===== config.mk =====
export PLATFORM = sky130hd
export DESIGN_NAME = card_select_collector
export DESIGN_NICKNAME = d
export VERILOG_FILES = /design/src/rtl/card_select_collector.sv
export SDC_FILE = /design/constraint.sdc
export NUM_CORES = 1
export LEC_CHECK = 0
export BUFFER_PORTS_ARGS = -buffer_cell sky130_fd_sc_hd__buf_2
export CORE_MARGIN = 2
export CORE_UTILIZATION = 30
export CTS_BUF_LIST = sky130_fd_sc_hd__clkbuf_8
export CTS_CLUSTER_DIAMETER = 30
export DETAILED_ROUTE_END_ITERATION = 12
export GPL_TIMING_DRIVEN = 0
export PLACE_DENSITY_LB_ADDON = 0.12
export RECOVER_POWER = 25
export SYNTH_ARGS = -nofsm -noshare
export SYNTH_HDL_FRONTEND = slang
export SYNTH_SLANG_ARGS = --single-unit

===== constraint.sdc =====
create_clock -name clk -period 2.25 [get_ports clk]
set_input_delay 0.1125 -clock clk [delete_from_list [all_inputs] [get_ports clk]]
set_output_delay 0.1125 -clock clk [all_outputs]
set_load 0.02 [all_outputs]

===== src/rtl/card_select_collector.sv =====
// Collects three distinct card picks, checks them for a common symbol and hands a
// matching triple to the clear datapath; tracks removed cards, score and game end.
module card_select_collector #(
    parameter int MISS_HOLD = 25_000_000,
    parameter int SCORE_W   = 4
) (
    input  logic               clk,
    input  logic               reset_n,
    input  logic [3:0]         sel_card,
    input  logic               sel_go,
    input  logic [35:0]        card_syms,
    input  logic               clear_done,
    output logic [11:0]        sel_word,
    output logic               clear_req,
    output logic [1:0]         pick_count,
    output logic               bad_pick,
    output logic               miss,
    output logic [SCORE_W-1:0] score,
    output logic               all_clear
);

    localparam int CNT_W = $clog2(MISS_HOLD + 1);
    localparam logic [CNT_W-1:0] MISS_LAST = CNT_W'(MISS_HOLD - 1);

    typedef enum logic [2:0] {
        S_PICK1, S_PICK2, S_PICK3, S_CHECK, S_CLEAR, S_MISS
    } state_t;

    state_t             state, state_nx;
    logic               go_q;
    logic [11:0]        word_q, word_nx;
    logic [8:0]         removed, removed_nx;
    logic [SCORE_W-1:0] score_q, score_nx;
    logic               all_clear_q, all_clear_nx;
    logic               bad_q, bad_nx;
    logic [CNT_W-1:0]   cnt, cnt_nx;

    logic               pick_ev;
    logic               card_ok;
    logic               is_removed;
    logic [8:0]         triple_mask;

    function automatic logic [3:0] sym_of(input logic [35:0] syms, input logic [3:0] c);
        logic [3:0] r;
        r = '0;
        for (int unsigned i = 0; i < 9; i++)
            if (c == 4'(i + 1)) r = syms[4*i +: 4];
        return r;
    endfunction

    assign pick_ev = sel_go & ~go_q;

    always_comb begin
        is_removed  = 1'b0;
        triple_mask = '0;
        for (int unsigned i = 0; i < 9; i++) begin
            if (sel_card == 4'(i + 1) && removed[i]) is_removed = 1'b1;
            triple_mask[i] = (word_q[3:0] == 4'(i + 1)) || (word_q[7:4] == 4'(i + 1)) ||
                             (word_q[11:8] == 4'(i + 1));
        end
        // Unheld slots read as 0, and card 0 is already rejected, so all three compare safely.
        card_ok = (sel_card >= 4'd1) && (sel_card <= 4'd9) && !is_removed &&
                  (sel_card != word_q[3:0]) && (sel_card != word_q[7:4]) &&
                  (sel_card != word_q[11:8]);
    end

    always_comb begin
        state_nx     = state;
        word_nx      = word_q;
        removed_nx   = removed;
        score_nx     = score_q;
        all_clear_nx = all_clear_q;
        bad_nx       = 1'b0;
        cnt_nx       = cnt;
        case (state)
            S_PICK1, S_PICK2, S_PICK3: begin
                if (pick_ev && !all_clear_q) begin
                    if (!card_ok) begin
                        bad_nx = 1'b1;
                    end else if (state == S_PICK1) begin
                        word_nx[3:0] = sel_card;
                        state_nx     = S_PICK2;
                    end else if (state == S_PICK2) begin
                        word_nx[7:4] = sel_card;
                        state_nx     = S_PICK3;
                    end else begin
                        word_nx[11:8] = sel_card;
                        state_nx      = S_CHECK;
                    end
                end
            end
            S_CHECK: begin
                if (sym_of(card_syms, word_q[3:0]) == sym_of(card_syms, word_q[7:4]) &&
                    sym_of(card_syms, word_q[3:0]) == sym_of(card_syms, word_q[11:8])) begin
                    state_nx = S_CLEAR;
                end else begin
                    state_nx = S_MISS;
                    cnt_nx   = '0;
                end
            end
            S_CLEAR: begin
                if (clear_done) begin
                    removed_nx   = removed | triple_mask;
                    score_nx     = score_q + SCORE_W'(1);
                    all_clear_nx = all_clear_q | (removed_nx == 9'h1FF);
                    word_nx      = '0;
                    state_nx     = S_PICK1;
                end
            end
            S_MISS: begin
                if (cnt == MISS_LAST) begin
                    word_nx  = '0;
                    state_nx = S_PICK1;
                end else begin
                    cnt_nx = cnt + CNT_W'(1);
                end
            end
            default: begin
                word_nx  = '0;
                state_nx = S_PICK1;
            end
        endcase
    end

    always_ff @(posedge clk) begin
        if (!reset_n) begin
            state       <= S_PICK1;
            go_q        <= 1'b0;
            word_q      <= '0;
            removed     <= '0;
            score_q     <= '0;
            all_clear_q <= 1'b0;
            bad_q       <= 1'b0;
            cnt         <= '0;
        end else begin
            state       <= state_nx;
            go_q        <= sel_go;
            word_q      <= word_nx;
            removed     <= removed_nx;
            score_q     <= score_nx;
            all_clear_q <= all_clear_nx;
            bad_q       <= bad_nx;
            cnt         <= cnt_nx;
        end
    end

    always_comb begin
        case (state)
            S_PICK1:                  pick_count = 2'd0;
            S_PICK2:                  pick_count = 2'd1;
            S_PICK3:                  pick_count = 2'd2;
            S_CHECK, S_CLEAR, S_MISS: pick_count = 2'd3;
            default:                  pick_count = 2'd0;
        endcase
    end

    assign sel_word  = word_q;
    assign clear_req = (state == S_CLEAR);
    assign miss      = (state == S_MISS);
    assign bad_pick  = bad_q;
    assign score     = score_q;
    assign all_clear = all_clear_q;

endmodule


# --- After elaboration in Yosys (flattened, before gate mapping) ---
# Index checks and enable logic that the tools add are counted.
# Widths: inputs -> output; s select.
word_totals:
  input_bits: 44
  register_bits: 56
classes:
  muxes: 61
  reduce_logical: 47
  n_addsub: 2
  n_lt_le_gt_ge: 2
  n_eq_ne: 58
  bitwise: 5
op_table:
  columns: ["op", "count"]
  rows:
  - ["$mux 4", 33]
  - ["$eq 4x3->1 const B", 16]
  - ["$mux 25", 2]
  - ["$pmux 25 s2", 1]
  - ["$mux 12", 4]
  - ["$pmux 12 s4", 1]
  - ["$eq 4x2->1 const B", 8]
  - ["$eq 4x4->1 const B", 8]
  - ["$add 25x1->25 const B", 1]
  - ["$eq 25x25->1 const B", 1]
  - ["$logic_or 1x1->1", 18]
  - ["$ne 2x2->1 const B", 9]
  - ["$eq 4x1->1 const B", 4]
  - ["$logic_and 1x1->1", 16]
  - ["$reduce_and 7->1", 2]
  - ["$mux 1", 12]
  - ["$mux 3", 4]
  - ["$ne 4x4->1", 3]
  - ["$pmux 3 s4", 1]
  - ["$eq 9x9->1 const B", 1]
  - ["$or 9x9->9", 1]
  - ["$eq 4x4->1", 2]
  - ["$mux 8", 1]
  - ["$eq 3x2->1 const B", 2]
  - ["19 further kinds", 24]

# --- Depth between registers and ports, before layout ---
# Gate-level depths: netlist of run 1.
logic_depth:
  ltp_word: 19
  mapped_depth: 12
  depth_no_buf: 9

# --- Worst setup path before layout of run 1 ---
# OpenSTA, ideal clock, no wires.
synth_path:
  path_kind: "register to register"
  start: "register word_q[0], in the netlist sel_word[0]"
  end: "register cnt[11]"
  required_time_ps: 2119
  path_stages_with_launch: 11
  arrival_ps: 2469
  path_slack_ps: -349
  path_cell_list: "dfxtp_1 -> buf_2 -> buf_2 -> mux2_2 -> a222oi_1 -> o221ai_1 -> mux2i_1 -> nor4_4 -> o21ai_4 -> buf_6 -> a31oi_4"
synth_via:
  elab_chain_cells: 15
  elab_cells_between_ends: 24
  cone_classes: "12 x eq/ne; 10 x mux; 2 x reduce/logical"
synth_lines:
  columns: ["element", "line_no", "rtl"]
  rows:
  - ["from (decl)", "31", "logic [11:0] word_q, word_nx;"]
  - ["from (signal assigned)", "138", "word_q <= word_nx;"]
  - ["$eq 4x1->1", "47", "if (c == 4'(i + 1)) r = syms[4*i +: 4];"]
  - ["$mux 4 (8 in series)", "47", null]
  - ["$mux 4 (*)", "47", null]
  - ["$mux 4 (*)", "75", "case (state)"]
  - ["$eq 4x4->1, on equally long branches", "93, 94", null]
  - ["$logic_and 1x1->1 (*)", "93", "if (sym_of(card_syms, word_q[3:0]) == sym_of(card_syms, word_q[7:4]) &&"]
  - ["$ne 2x2->1 (no source line) (*)", null, null]
  - ["$reduce_and 3->1 (no source line) (*)", null, null]
  - ["to (signal assigned)", "143", "cnt <= cnt_nx;"]
  - ["to (decl)", "36", "logic [CNT_W-1:0] cnt, cnt_nx;"]
# Every way passes the cells marked *; elsewhere a longest branch is shown, timed or not. The select of a mux whose other input is x is not followed.
# A chain may end at the register's enable or synchronous reset.

# --- Worst setup path in the final report of run 1 ---
layout_path:
  start: "register word_q[7], in the netlist sel_word[7]"
  end: "register cnt[18]"
layout_via:
  elab_chain_cells: 15
  elab_cells_between_ends: 23
  cone_classes: "11 x eq/ne; 10 x mux; 2 x reduce/logical"
layout_lines:
  columns: ["element", "line_no"]
  rows:
  - ["$eq 4x1->1", "47"]
  - ["$mux 4 (8 in series)", "47"]
  - ["$mux 4 (*)", "47"]
  - ["$mux 4 (*)", "75"]
  - ["$eq 4x4->1 (*)", "93"]
  - ["$logic_and 1x1->1 (*)", "93"]
  - ["$ne 2x2->1 (no source line) (*)", null]
  - ["$reduce_and 3->1 (no source line) (*)", null]
# Marked as above.

==> run summary, run 1 <==
## Outcome
- complete, but fails checks — result of the run
- negative setup slack — violations in the final reports

## Floorplanning
- 45 — number of core rows
- 66 — Top Ports
- 16,170 um^2 — Die Footprint
- 15,030 um^2 — Core ar.
- 127.1 um — Die W
- 127.1 um — Chip Height
- 0.3026 — initial standard-cell utilization of the core

## Placement
- 0.9279 — final weighted congestion in routability-driven placement
- 62 — number of I/O port buffers
- 13.20 mm — half-perimeter wire length after detailed placement

## STA
- 1.167 — fraction of the cycle the final worst path needs
- 38 — number of setup violations in the final report
- 0 — Slew Viols, Final
- 0.4883 — relative slew slack
- -10.35 ns — setup TNS after final layout
- 2.626 ns — final critical delay including setup and external delays
- 0.7675 ns — Tightest Pin Transition
- 0 — total count of hold-check failures in the final report
- 0.01113 ns — worst-case clock skew
- true — setup repair after global routing missed its margin
- 0.3808 GHz — fmax
- -0.3762 ns — final setup margin

## Worst setup path
- sel_word[7] — FF-to-FF Start
- 2.50 ns — critical path required time
- cnt[18] — crit path to
- sel_word[7] — launch point of the worst path
- register — Setup crit end kind
- 10 — crit-path max FO
- 12 — cell count of the worst reg-to-reg path
- cnt[18] — RR Endpoint
- register — type of element launching the critical path
- 2.88 ns — Arr. time, crit path
- reg -> reg — critical path class
- -0.38 ns — flop2flop setup slack

## Power and ir drop
- 2.120 nW — Static Leakage
- 361.4 nW/um^2 — areal power density over the cells
- 2.201 mW — overall power consumption
- 0.2207 mV — VDD IR max

## Drt
- 8.612 mm — wl on met1
- 7.564 mm — Met2 Routed Length
- 20.08 um — average wire per cell in the routed design
- 1.238 mm — detailed-routed wire length on met3
- 5 — Pre-Repair DR Iteration Count
- 5.689 — DR vias/cell
- 0 — final routed DRC violation total
- 5,035 — total via count in the routed design
- 0 — DRT antenna net count
- 17.77 mm — WL final
- met4 — Top Metal Used
- 524 — number of DRC markers in iteration 0

## Clock network
- 56 — clock sink count
- 0.32 ns — clock latency of the later-clocked register in the worst-skew pair
- built — TritonCTS clock tree
- 0.11 ns — Clock Pin Slew Worst Setup and Hold Paths
- 5 — total CTS buffers
- 2 — number of H-tree branching levels
- 2 — clk buf depth
- clkbuf_8 — cell chosen for the clock root
- 0 — post-cts hold buffer count

## Synth
- 7.737 um^2 — Synth Area per Inst
- 634 — total nets after synthesis
- 588 — gate count of the mapped netlist
- 0.2464 — sequential fraction of the synthesis area
- 0 — EDFF count, synth
- 0 — Async SR Flop Fraction
- 0 — number of warnings issued by yosys
- dfxtp_1 — flip-flop cell with the highest count after synthesis
- 56 — number of synthesized register bits
- 68 — number of distinct standard cells referenced by the synthesized netlist
- 4549 um^2 — area of the mapped netlist

## Global route
- 19 — maximum number of pins on one net before global-route repair
- 0.2171 — overall track demand over capacity in global routing
- 27.52 mm — first-pass GRT wire length
- 0 — global-route congestion overflow total
- 4,755 — vias in the first global route
- 0 — number of antenna violations at the first check in global routing

## Layout
- 0 — diode insertion count for antenna repair
- 0.3128 — share of cells above drive strength 1
- 33.88% — Layout Area Growth over Synthesis
- 742 — post-layout net count

## Job
- 0 — Max-cap violations

## Worst hold path
- in -> reg — Hold WC Path Type

==> where the power goes <==
part | internal (mW) | switching (mW)
combinational | 0.273 | 0.323
sequential | 0.995 | 0.0142
clock | 0.225 | 0.371
==> critical path: stages (launching register included) <==
cell       delay, ns
dfxtp_4         0.44
buf_4           0.25
inv_1           0.10
nor3_2          0.26
a2bb2oi_1       0.17
a211oi_2        0.27
a2bb2oi_2       0.11
nor4_4          0.25
buf_4           0.19
o21ai_4         0.08
buf_12          0.15
buf_12          0.14
a31oi_4         0.13
==> how the worst min path moves through the flow <==
stage / startpoint / end / slack [ns] / depth (start not counted)
CTS: sel_go / go_q / 0.03 / 2
floorplan: sel_go / go_q / 0.26 / 1
global route: sel_go / go_q / 0.03 / 2
global placement: sel_go / go_q / 0.36 / 2
detailed placement: sel_go / go_q / 0.37 / 2
finish: sel_go / go_q / 0.04 / 2
==> through the flow <==
stage	setup WS, ns	hold WS (ns)	std cells	cell area [um^2]	util
global route	-0.4643	0.03185	885	6091	0.4052
finish	-0.3762	0.03710	885	6091	0.4052
global placement	-0.9371	0.3595	838	5156	0.3430
detailed placement	-0.8913	0.3718	838	5156	0.3430
floorplan	-0.1975	0.2572	588	4611	-
CTS	-0.3767	0.02915	868	5710	0.3799
==> cell families after synthesis <==
| group | synth area share |
|---|---|
| buffers and inverters | 0.06271 |
| xor gates and xnor gates | 0.03080 |
| and+or+nand+nor | 0.2767 |
| AOI/OAI and AO/OA | 0.2770 |
| adders and majority gates | 0.005500 |
| DFF | 0.2464 |
| muxes | 0.1009 |
==> flip-flops by register name (all words and copies together) (netlist names) <==
signal     cells
score          4
state          3
bad_pick       1
cnt           25
removed        9
sel_word      12
all_clear      1
go_q           1
==> area by class of cell <==
type                            instances  area, um^2
Multi-Input combinational cell        475        3481
Clock buffer                            5       68.82
Clock inverter                          3       22.52
Tap cell                              188       235.2
Fill cell                            1571        8942
Timing Repair Buffer                  102       678.2
Buffer                                 41       395.4
Sequential cell                        56        1154
Inverter                               15       56.30
==> Yosys cell counts, drive strengths merged (2+ instances only) <==
| cell type | count | area [um^2] |
|---|---|---|
| o211ai | 4 | 30.03 |
| a32oi | 3 | 26.28 |
| nor2b | 12 | 75.07 |
| dfxtp | 56 | 1121 |
| o31a | 2 | 17.52 |
| or3 | 7 | 43.79 |
| a2bb2oi | 3 | 26.28 |
| nand2 | 52 | 195.2 |
| a31oi | 22 | 287.8 |
| mux2i | 35 | 350.3 |
| o21ai | 51 | 266.5 |
| a221oi | 3 | 32.53 |
| nand4b | 2 | 17.52 |
| xor2 | 15 | 131.4 |
| mux2 | 9 | 108.9 |
| a222oi | 2 | 20.02 |
| a2111oi | 2 | 17.52 |
| and3 | 4 | 25.02 |
| nand3b | 7 | 52.55 |
| and2 | 7 | 43.79 |
| a22oi | 4 | 30.03 |
| or4 | 2 | 15.01 |
| nor3 | 29 | 145.1 |
| nor3b | 4 | 35.03 |
| nor4 | 10 | 77.57 |
| o22ai | 4 | 25.02 |
| o211a | 2 | 20.02 |
| nor2 | 71 | 266.5 |
| or2 | 4 | 25.03 |
| a211oi | 5 | 42.54 |
| clkbuf | 16 | 60.06 |
| nand4 | 7 | 43.79 |
| o31ai | 3 | 22.52 |
| buf | 26 | 168.9 |
| o21a | 10 | 97.59 |
| a21oi | 22 | 110.1 |
| o221ai | 6 | 52.55 |
| inv | 15 | 56.30 |
| nand3 | 19 | 95.09 |
| a221o | 3 | 30.03 |
| nand2b | 10 | 62.56 |
| o32ai | 4 | 42.55 |
| ha | 2 | 25.02 |
==> cell usage in the layout, fill, tap and decap left out, drive strengths merged, types with 15 or more instances in the layout <==
cell type and count:
dfxtp 56, nor2 71, nand2 52, mux2i 35, buf 121, nand3 19
inv 16, a21oi 22, a31oi 22, nor3 29, xor2 15, o21ai 51
clkbuf 27
==> metal layers <==
metal	global-route usage	vias to the layer above
li1	-	2388
met1	0.3234	2446
met2	0.3207	173
met3	0.04313	28
met4	0.05301	0
met5	0	-
==> timing repair <==
action,CTS,global route
resized for setup,79,53
endpoints found under the hold margin,0,0
setup endpoints to repair,40,40
buffers inserted,22,17
pin swaps,27,20
cloned,1,1
Power figures use the tool's default switching activity.
==> run 2, diff against run 1 <==
- BUFFER_PORTS_ARGS: -buffer_cell sky130_fd_sc_hd__buf_2 -> -buffer_cell sky130_fd_sc_hd__buf_4
==> run 2 against run 1 <==
Final cell count is 0.34% lower. Critical path type unchanged. Clock-buffer cell count stayed put. Fmax is 1.1% lower. Critical path depth is 2 higher. Worst setup slack worse by 0.029 ns. Critical endpoint is now cnt[23]. Sequential power hardly changed. The flow still finishes with violations (negative setup slack). Clock skew is 0.0031 ns higher.
==> run summary, run 2 (synthesized netlist as in run 1, its figures left out) <==
## Floorplanning
- 127.1 um — Die W, unchanged
- 66 — Top Ports, unchanged
- 127.1 um — Chip Height, unchanged
- 0.3026 — initial standard-cell utilization of the core, unchanged
- 45 — number of core rows, unchanged
- 15,030 um^2 — Core ar., unchanged
- 16,170 um^2 — Die Footprint, unchanged

## STA
- 0.6549 ns — Tightest Pin Transition, was 0.7675 ns
- 0 — Slew Viols, Final, unchanged
- -0.4051 ns — final setup margin, was -0.3762 ns
- 38 — number of setup violations in the final report, unchanged
- 1.180 — fraction of the cycle the final worst path needs, was 1.167
- 2.655 ns — final critical delay including setup and external delays, was 2.626 ns
- 0.05159 ns — hold_ws, was 0.03710 ns
- 0.5634 — relative slew slack, was 0.4883
- 0 — total count of hold-check failures in the final report, unchanged
- true — setup repair after global routing missed its margin, unchanged
- 0.01427 ns — worst-case clock skew, was 0.01113 ns
- -11.93 ns — setup TNS after final layout, was -10.35 ns
- 0.3766 GHz — fmax, was 0.3808 GHz

## Outcome
- negative setup slack — violations in the final reports, unchanged
- complete, but fails checks — result of the run, unchanged

## Drt
- 6 — Pre-Repair DR Iteration Count, was 5
- 5,086 — total via count in the routed design, was 5,035
- 5.766 — DR vias/cell, was 5.689
- 0 — final routed DRC violation total, unchanged
- 20.48 um — average wire per cell in the routed design, was 20.08 um
- 18.06 mm — WL final, was 17.77 mm
- 0 — DRT antenna net count, unchanged
- 437 — number of DRC markers in iteration 0, was 524

## Power and ir drop
- 0.3000 — switching part of the total, was 0.3219
- 373.3 nW/um^2 — areal power density over the cells, was 361.4 nW/um^2
- 2.358 mW — overall power consumption, was 2.201 mW
- 0.291 — clock share of power, was 0.271
- 0.428 — part of the total power dissipated in sequential elements, was 0.458
- 0.281 — proportion of power drawn by combinational gates, was 0.271
- 1.651 mW — Internal, was 1.493 mW
- 0.2431 mV — VDD IR max, was 0.2207 mV
- 0.7075 mW — power dissipated by switching net loads, was 0.7085 mW
- 2.181 nW — Static Leakage, was 2.120 nW

## Clock network
- 0.10 ns — Clock Pin Slew Worst Setup and Hold Paths, was 0.11 ns
- 0 — post-cts hold buffer count, unchanged
- 2 — clk buf depth, unchanged
- 56 — clock sink count, unchanged
- 2 — number of H-tree branching levels, unchanged
- clkbuf_8 — cell chosen for the clock root, unchanged
- 0.32 ns — clock latency of the later-clocked register in the worst-skew pair, about the same
- 5 — total CTS buffers, unchanged
- built — TritonCTS clock tree, unchanged

## Layout
- buf_4 (87), nor2_1 (69), nand2_1 (50) — leading cell types in the layout, fill and taps excluded, was nor2_1 (66), buf_2 (57), nand2_1 (51)
- 1,534 — FILL cells, was 1,571
- cnt — register name with the most flops, unchanged
- 0 — diode insertion count for antenna repair, unchanged
- 882 — number of standard cells in the final layout excluding fillers, was 885
- 0.3285 — share of cells above drive strength 1, was 0.3128
- 739 — post-layout net count, was 742
- 38.83% — Layout Area Growth over Synthesis, was 33.88%
- 25 — flip-flop count of the largest register after layout, unchanged
- 3497 um^2 — area of combinational cells with multiple inputs, was 3481 um^2
- 1157 um^2 — area occupied by registers, was 1154 um^2
- buf_4 — commonest non-fill, non-tap cell in the layout, was nor2_1

## Worst setup path
- 2.85 ns — Arr. time, crit path, was 2.88 ns
- 10 — crit-path max FO, unchanged
- register — Setup crit end kind, unchanged
- reg -> reg — critical path class, unchanged
- register — type of element launching the critical path, unchanged
- 2.44 ns — critical path required time, was 2.50 ns
- -0.41 ns — flop2flop setup slack, was -0.38 ns

## Placement
- -0.9118 ns — Worst Setup Slack post-DPL, was -0.8913 ns
- 62 — number of I/O port buffers, unchanged
- 13.19 mm — half-perimeter wire length after detailed placement, was 13.20 mm
- 0.9540 — final weighted congestion in routability-driven placement, was 0.9279
- 838 — cell count after placement, unchanged

## Global route
- 0 — number of antenna violations at the first check in global routing, unchanged
- 0.3302 — routing usage on met2, was 0.3207
- 27.48 mm — first-pass GRT wire length, was 27.52 mm
- 0.04020 — fraction of met3 tracks used by global routing, was 0.04313
- met2 — busiest grt layer, was met1
- 0.3228 — met1 GRT Util, was 0.3234
- 0.2185 — overall track demand over capacity in global routing, was 0.2171
- 0 — global-route congestion overflow total, unchanged
- 18 — maximum number of pins on one net before global-route repair, was 19
- 4,847 — vias in the first global route, was 4,755

## Job
- 0 — Max-cap violations, unchanged

## Worst hold path
- in -> reg — Hold WC Path Type, unchanged

run 2: power by group through the flow:
stage               Clock, mW  Combinational, mW  Sequential, mW
floorplan                   0              0.259            1.04
finish                  0.685              0.663            1.01
CTS                     0.716              0.574            1.01
global placement            0              0.456            1.04
detailed placement          0              0.454            1.04
global route            0.744              0.701            1.01
run 2: path summary, 6_finish.rpt:
path / from / endpoint / depth (start not counted)
setup / recovery: sel_word[2] / cnt[23] / 14
hold / removal: sel_go / go_q / 2
setup reg to reg: sel_word[2] / cnt[23] / 14
hold reg to reg: cnt[5] / cnt[5] / 1
run 2: area by class of cell:
cell class | count | share of cell area
multi-input combinational | 475 | 0.5537
sequential | 56 | 0.1832
timing repair buffer | 98 | 0.1311
buffer | 42 | 0.06755
tap | 188 | 0.03724
clock buffer | 5 | 0.01090
inverter | 15 | 0.009509
clock inverter | 3 | 0.006735
run 2: what timing repair did:
item                                    CTS  global route
cloned                                    2             0
pin swaps                                28            21
resized for setup                        80            62
endpoints found under the hold margin     0             0
endpoints found under the setup margin   40            40
setup buffers                            23            12
run 2: routing by layer:
metal  vias to the layer above  share of wire
met5                         -              0
met4                         0          0.014
met3                        20          0.069
met2                       198           0.44
met1                      2492           0.48
li1                       2376              -
run 2: through the flow:
| stage | instance area, um^2 | utilization |
|---|---|---|
| 2_1_floorplan | 4611 | - |
| 3_3_place_gp | 5311 | 0.3533 |
| 3_5_place_dp | 5311 | 0.3533 |
| 4_1_cts | 5962 | 0.3966 |
| 5_1_grt | 6316 | 0.4201 |
| 6_report | 6316 | 0.4201 |
run 2: worst max-delay path: stages, from the launching register on:
cell and delay, ns:
dfxtp_2 0.41, clkbuf_4 0.26, nand2_1 0.07, o32ai_1 0.26
a222oi_1 0.15, buf_4 0.16, o21a_1 0.17, mux2i_2 0.27
nor4_4 0.07, buf_4 0.17, buf_6 0.13, buf_6 0.11
buf_6 0.11, o21ai_2 0.12, o31ai_2 0.08
